===== config.mk =====
export PLATFORM = sky130hd
export DESIGN_NAME = bus_arbiter
export DESIGN_NICKNAME = d
export VERILOG_FILES = /design/src/rtl/bus_arb_pkg.sv /design/src/rtl/bus_arbiter_rr_pick.sv /design/src/rtl/bus_arbiter.sv
export SDC_FILE = /design/constraint.sdc
export NUM_CORES = 1
export LEC_CHECK = 0
export BUFFER_PORTS_ARGS = -buffer_cell sky130_fd_sc_hd__buf_2
export CORE_AREA = 2 2 39 41
export DETAILED_ROUTE_END_ITERATION = 8
export DIE_AREA = 0 0 41 43
export PLACE_DENSITY = 0.62
export SYNTH_ARGS = -nofsm -noshare
export SYNTH_HDL_FRONTEND = slang
export SYNTH_SLANG_ARGS = --single-unit
export TNS_END_PERCENT = 20

===== constraint.sdc =====
create_clock -name clk -period 2.3 [get_ports clk]
set_clock_uncertainty 0.15 [all_clocks]
set_input_delay 0 -clock clk [delete_from_list [all_inputs] [get_ports clk]]
set_output_delay 0 -clock clk [all_outputs]
set_load 0.01 [all_outputs]

===== src/rtl/bus_arb_pkg.sv =====
// Shared constants and state encoding for the 4-way round-robin bus arbiter.
package bus_arb_pkg;
  localparam int unsigned NUM_REQ          = 4;
  localparam int unsigned IDX_W            = 2;
  localparam int unsigned HOLD_MAX_DEFAULT = 4;

  typedef enum logic {
    IDLE  = 1'b0,
    GRANT = 1'b1
  } state_e;
endpackage


===== src/rtl/bus_arbiter_rr_pick.sv =====
// Combinational round-robin search: first set req bit after 'last', wrapping,
// with 'last' itself considered at lowest priority.
module rr_pick
  import bus_arb_pkg::*;
(
  input  logic [NUM_REQ-1:0] req,
  input  logic [IDX_W-1:0]   last,
  output logic               found,
  output logic [IDX_W-1:0]   idx
);

  logic [IDX_W-1:0] cand;

  // Walk from the farthest offset to the nearest so the nearest hit wins.
  always_comb begin
    found = 1'b0;
    idx   = last;
    cand  = last;
    for (int k = NUM_REQ; k > 0; k--) begin
      cand = last + IDX_W'(k);
      if (req[cand]) begin
        found = 1'b1;
        idx   = cand;
      end
    end
  end

endmodule


===== src/rtl/bus_arbiter.sv =====
// Round-robin arbiter driving a 4:1 bus selector (sel/enable/grant, all registered).
// Optional per-owner hold limit compiled in with `define BUS_ARB_HOLD_LIMIT_EN.
module bus_arbiter
  import bus_arb_pkg::*;
#(
  parameter int unsigned HOLD_MAX = HOLD_MAX_DEFAULT
) (
  input  logic               clk,
  input  logic               reset,
  input  logic [NUM_REQ-1:0] req,
  output logic [IDX_W-1:0]   sel,
  output logic               enable,
  output logic [NUM_REQ-1:0] grant
);

  localparam int unsigned CNT_W = (HOLD_MAX > 1) ? $clog2(HOLD_MAX) : 1;
  localparam logic [CNT_W-1:0] CNT_LAST = CNT_W'(HOLD_MAX - 1);

`ifdef BUS_ARB_HOLD_LIMIT_EN
  localparam bit HOLD_LIMIT_EN = 1'b1;
`else
  localparam bit HOLD_LIMIT_EN = 1'b0;
`endif

  state_e             state;
  logic [IDX_W-1:0]   last;
  logic [CNT_W-1:0]   hold_cnt;

  logic               found_c;
  logic [IDX_W-1:0]   pick_c;
  logic               hold_expired_c;
  logic               take_c;

  rr_pick u_rr_pick (
    .req   (req),
    .last  (last),
    .found (found_c),
    .idx   (pick_c)
  );

  // A new owner is taken from idle, on owner release, or on hold expiry when someone else waits.
  always_comb begin
    hold_expired_c = HOLD_LIMIT_EN && (hold_cnt == CNT_LAST);
    take_c         = 1'b0;
    if (found_c) begin
      if (state == IDLE) begin
        take_c = 1'b1;
      end else if (!req[sel]) begin
        take_c = 1'b1;
      end else if (hold_expired_c && (pick_c != sel)) begin
        take_c = 1'b1;
      end
    end
  end

  always_ff @(posedge clk) begin
    if (reset) begin
      state    <= IDLE;
      sel      <= '0;
      enable   <= 1'b0;
      grant    <= '0;
      last     <= IDX_W'(NUM_REQ - 1);
      hold_cnt <= '0;
    end else if (take_c) begin
      state    <= GRANT;
      sel      <= pick_c;
      enable   <= 1'b1;
      grant    <= NUM_REQ'(1) << pick_c;
      last     <= pick_c;
      hold_cnt <= '0;
    end else if (state == GRANT) begin
      if (!req[sel]) begin
        state  <= IDLE;
        enable <= 1'b0;
        grant  <= '0;
      end else if (hold_expired_c) begin
        hold_cnt <= '0;
      end else begin
        hold_cnt <= hold_cnt + CNT_W'(1);
      end
    end
  end

endmodule


==> results.cfg, run 1 <==
[power]
peakVddDrop_mv = 0.315
total_power_uw = 482
power_density_nw_per_um2 = 747
power.leakage_uw = 0.000288

[detailed_routing]
drtPass1Iterations = 4
drc = 0
antenna_left = 0
wl_per_cell_um = 12.1
routed_wirelength_um = 1110
viasPerCell = 5.20
vias = 478
drt_iter0_markers = 5

[cts]
clock_latency_ps = 260
clockBufferDepth = 2
cts_made_buffers = 3
post_cts_resized = 0
htreeDepth = 1
numClockSinks = 10
cts-root-buf = clkbuf_4
cts_tree = yes
clkSlewWorstSetupHoldPaths_ps = 60

[synthesis]
yosysSeqAreaShare_pct = 40.3
ys_seq_elements = 10
synth_nets = 63
syn_inst = 57
synth_warnings = 0
synth.distinct_cells = 26
syn_area_um2 = 497
avgSynthCellArea_um2 = 8.71

[placed_design]
gp_congestion = 0.727
hpwlAfterDp_um = 829
io_buffers = 12

[grt]
grt_pass1_vias = 425
antenna_found_initial = 0
grt_usage_pct = 15.5
grt-ovfl-total = 0
grt_pass1_wl_um = 1790
grt_max_degree = 10

[setup_path]
cp-start-kind = flip-flop
crit_path_max_fanout = 4
cp_data_arrival_time_ps = 1750
critPathCaptureType = flip-flop
worstSetupPathType = reg -> reg
crit_required_ps = 2290

[finish]
final_cell_mix = buf_2, dfxtp_1, inv_1, nor2_1, dlygate4sd3_1
final_layout_size_suffix_gt1_share_pct = 23.7
syn2layout_area_growth_pct = 30.0
layout.nets = 84
fillers = 148
postLayoutCoreUtil_pct = 46.7
diodes = 0
layout_commonest_cell = buf_2

[die]
die_area_um2 = 1760
dieWidth_um = 41
die_h_um = 43
io_pins = 13
start_util_pct = 35.9
core_um2 = 1380
rows = 14

[worst_hold_path]
hp-class = in -> reg

[timing]
fin_crit_sh_pct = 76.5
fin_crit_ps = 1760
hold_viol_final = 0
slew_headroom_pct = 71.2
rsz0062_at_grt = no
worst_slew_pin_slew_ps = 428
setup_tns_ps = 0
fmaxAchievable_mhz = 569
finalSetupViolCount = 0
slew_violations = 0

[run]
drv_cap = 0

[status]
status = complete, no violations
-- critical path, stage by stage, from the launching register on --
cell	delay, ps
dfxtp_1	390
mux2i_1	300
o221ai_1	210
nor4_1	460
o21ai_1	120
-- registers in the layout (all words and copies together) (netlist names) --
signal,cells
enable,1
grant,4
last,2
sel,2
state,1
-- synthesized netlist by cell type --
master / count / share of area, %
o32ai_1: 4 / 7.1
nor2_1: 6 / 4.5
o21ai_0: 1 / 1.0
or3_1: 2 / 2.5
o22ai_1: 1 / 1.3
or4_4: 1 / 2.3
a21oi_1: 3 / 3.0
or2b_1: 1 / 1.5
o221a_2: 1 / 2.3
and3b_1: 1 / 1.8
a211oi_1: 1 / 1.5
a211o_1: 1 / 1.8
nor3b_1: 1 / 1.5
mux2i_1: 3 / 6.0
nor4_1: 2 / 2.5
buf_1: 1 / 0.75
nand2_1: 2 / 1.5
nand3_2: 1 / 2.0
o21ai_1: 1 / 1.0
o221ai_1: 1 / 1.8
dfxtp_1: 10 / 40
inv_1: 6 / 4.5
nor3_1: 2 / 2.0
nand2b_1: 2 / 2.5
a21o_1: 1 / 1.5
o211ai_1: 1 / 1.5
-- report_power, final --
group          internal, µW  leakage, µW  switching (µW)
combinational          68.5     0.000191            77.5
clock                  60.3    0.0000138            56.5
sequential              199    0.0000829            20.3
total                   328     0.000288             154
-- per-stage QoR --
step           area, µm²  hold WS [ps]  setup slack (ps)  instances
2_1_floorplan        497         -19.3               712         57
3_3_place_gp         573           140               576         84
3_5_place_dp         573           143               559         84
4_1_cts              646          66.0               547         92
5_1_grt              646          83.1               278         92
6_report             646          61.0               542         92
-- metal layers --
layer	up-vias	track usage [%]	part of all wire, %
li1	253	-	-
met1	209	19.6	50
met2	11	21.9	43
met3	5	3.14	3.8
met4	0	12.0	3.1
met5	-	0	0
-- final timing paths --
kind	start	to	slack [ps]	depth (start not counted)
worst max register to register	sel[0]	last[0]	540	4
worst max-delay path	sel[0]	last[0]	540	4
worst min-delay path	req[3]	enable	60	3
worst min register to register	grant[0]	grant[0]	310	2
-- timing repair --
action                                 in CTS  in global routing
hold buffers                                5                  0
buffers inserted                            0                  0
endpoints found under the hold margin      10                  0
-- layout make-up --
cell class | count | area [µm²] | area share [%]
multi-input cells | 40 | 270 | 41.9
repair buffers | 17 | 110 | 17.1
inverters | 6 | 22.5 | 3.49
clock buffers | 3 | 22.5 | 3.49
well taps | 16 | 20.0 | 3.10
flip-flops and latches | 10 | 200 | 31.0
-- kinds of logic after synthesis --
kind of cell           after synthesis  share of synthesized area, %
and+or+nand+nor                     21                          24.7
AOI/OAI and AO/OA                   16                          23.7
DFF                                 10                          40.3
buffers and inverters                7                          5.29
muxes                                3                          6.05
(Power assumes the default switching activity.)
==> run 2: changes to the inputs <==
Settings changed: ABC_AREA set to 1, CORE_AREA 2 2 39 41 to unset, CORE_MARGIN set to 2, CORE_UTILIZATION set to 46, DIE_AREA 0 0 41 43 to unset, PLACE_DENSITY 0.62 to 0.74.
Clock period 2.3 ns to 1.6 ns, I/O delays scaled along.
==> run 2 against run 1 <==
  * The run now ends with setup timing left
  * Utilization grew 14 points
  * Sequential cell count unchanged
  * Total power rose to 3.3 times the previous value
  * Die area is 6.4% lower
  * Global-route usage increased by 3.0 points
  * Non-clock buffer count is 1 higher
  * Critical path type unchanged
  * Largest power group is now combinational cells
==> results.cfg, run 2 <==
[setup_path]
r2r_slack_ps = -40
worstSetupPathType = reg -> reg
critPathCaptureType = flip-flop
crit_required_ps = 1650
cp_data_arrival_time_ps = 1680
crit_path_max_fanout = 10
cp-start-kind = flip-flop

[placed_design]
hpwlAfterDp_um = 1020
gp_congestion = 0.783
place_inst = 124
io_buffers = 12
dp_worst_setup_slack_ps = -55.7

[timing]
fin_ws_ps = -37.2
rsz0062_at_grt = yes
fin_crit_sh_pct = 102
fmaxAchievable_mhz = 611
slew_violations = 0
hold_viol_final = 0
worst_slew_pin_slew_ps = 210
finalSetupViolCount = 4
fin_crit_ps = 1640
slew_headroom_pct = 86.0

[synthesis]
syn_inst = 95
synth_nets = 101
avgSynthCellArea_um2 = 6.49
synth.top_cell.area_share_pct = 32.5
synth_top_area_cell = dfxtp_1
syn_area_um2 = 617
yosysMostFrequentCell = nand2_1
synth.area.top_cells = dfxtp_1, nand2_1, inv_1
synthXorXnorAreaFrac_pct = 0
synth-simple-area-share_pct = 44.4
synth_compound_area_share_pct = 13.4
synthAdderAreaFrac_pct = 0
synth_top_family_by_area = simple AND/OR/NAND/NOR gates
yosysSeqAreaShare_pct = 32.5
synth.distinct_cells = 18
muxShareOfSynthArea_pct = 0
async_flop_share_pct = 0
ys_seq_elements = 10
synth_warnings = 0
synth_edf_count = 0
yosys-top-cells-count = nand2_1, inv_1, dfxtp_1
ys.flop_type = dfxtp_1

[status]
status = complete, but fails checks
violations = setup timing

[cts]
clkSlewWorstSetupHoldPaths_ps = 70
cts-root-buf = clkbuf_4
clock_latency_ps = 260
numClockSinks = 10
clockBufferDepth = 2
htreeDepth = 1
cts_tree = yes
cts_made_buffers = 3

[finish]
largest_register = grant
largest_reg_flops = 4
final_cell_mix = nand2_1, buf_2, inv_1
diodes = 0
postLayoutCoreUtil_pct = 60.8
layout_commonest_cell = nand2_1
final_layout_size_suffix_gt1_share_pct = 27.8
instances_no_fill = 130
syn2layout_area_growth_pct = 25.2
layout.nets = 122
reg.largest.list = grant (4), last (2), sel (2)

[worst_hold_path]
hp-class = in -> reg

[die]
start_util_pct = 48.6
die_h_um = 40.6
io_pins = 13
core_um2 = 1270
rows = 13
dieWidth_um = 40.6
die_area_um2 = 1650

[detailed_routing]
drc = 0
viasPerCell = 5.03
antenna_left = 0
routed_wirelength_um = 1290
drt_iter0_markers = 20
drtPass1Iterations = 4
vias = 654
wl_per_cell_um = 9.92

[power]
power.leakage_uw = 0.000411
peakVddDrop_mv = 1.17
power_density_nw_per_um2 = 2080

[run]
drv_cap = 0

[grt]
grt_pass1_vias = 518
grt_usage_pct = 18.5
grt_max_degree = 11
antenna_found_initial = 0
grt-ovfl-total = 0
grt_pass1_wl_um = 1960
==> run 2: cell types whose count changed in the layout (fill, tap and decap cells not counted), sizes merged, moves of 3 or more <==
cell	previous run	this run
a21oi	3	8
buf	12	16
dlygate4sd3	5	2
inv	6	12
mux2i	3	0
nand2	2	41
nand3	1	6
nand4	0	3
o32ai	4	0
==> run 2: cells by family (layout without fill, tap and decap cells) <==
| group | count (synthesis) | in the layout |
|---|---|---|
| buffers and inverters | 14 | 34 |
| AND/OR/NAND/NOR | 56 | 56 |
| AO/OA/AOI/OAI | 15 | 15 |
| flip-flops | 10 | 10 |
==> run 2: final timing paths <==
path | end | cells past startpoint | from
worst min-delay path | state | 7 | req[0]
worst max register to register | grant[0] | 10 | last[0]
worst min register to register | grant[1] | 2 | grant[1]
worst max-delay path | grant[0] | 10 | last[0]
==> run 2: stage by stage <==
stage                     instance area, µm²  TNS (ps)  hold slack [ps]  power, µW
after CTS                                758      -126             -140       1600
after global placement                   711      -152              129       1360
final                                    772     -80.4              129       1600
after floorplan                          617         0              142       1140
after global routing                     772     -1010              161       1750
after detailed placement                 711      -296              140       1370
==> run 2: what timing repair did <==
action | CTS | global route
setup buffers | 0 | 0
endpoints found under the setup margin | 8 | 9
endpoints found under the hold margin | 10 | 8
hold buffers | 1 | 1
gates resized for setup | 1 | 1
==> run 2: layer usage <==
| metal | track usage [%] | part of all wire [%] | vias to the layer above |
|---|---|---|---|
| li1 | - | - | 340 |
| met1 | 20.4 | 43 | 289 |
| met2 | 32.1 | 51 | 23 |
| met3 | 4.89 | 5.2 | 2 |
| met4 | 10.0 | 0.54 | 0 |
| met5 | 0 | 0 | - |
==> run 2: critical path, stage by stage, from the launching register on <==
cell     delay (ps)
dfxtp_2         350
buf_4           160
nand2_1          50
nand2_1          70
nor2_2          120
nand3_2          90
nor2_4          160
nor2_8           70
nor2_4          120
nand2_1          80
a21oi_2         130
==> run 2: final cells by class <==
cell class,count,area (µm²)
Clock buffer,4,36.3
Fill cell,119,497
Inverter,12,45.0
Multi-Input combinational cell,71,360
Sequential cell,10,201
Tap cell,15,18.8
Timing Repair Buffer,18,110
==> run 2: power breakdown <==
group | switching [µW] | internal [µW] | total, µW | leakage, µW
combinational | 599 | 366 | 966 | 0.000308
sequential | 65.1 | 350 | 415 | 0.0000826
clock | 84.4 | 138 | 222 | 0.0000210
total | 749 | 855 | 1600 | 0.000411
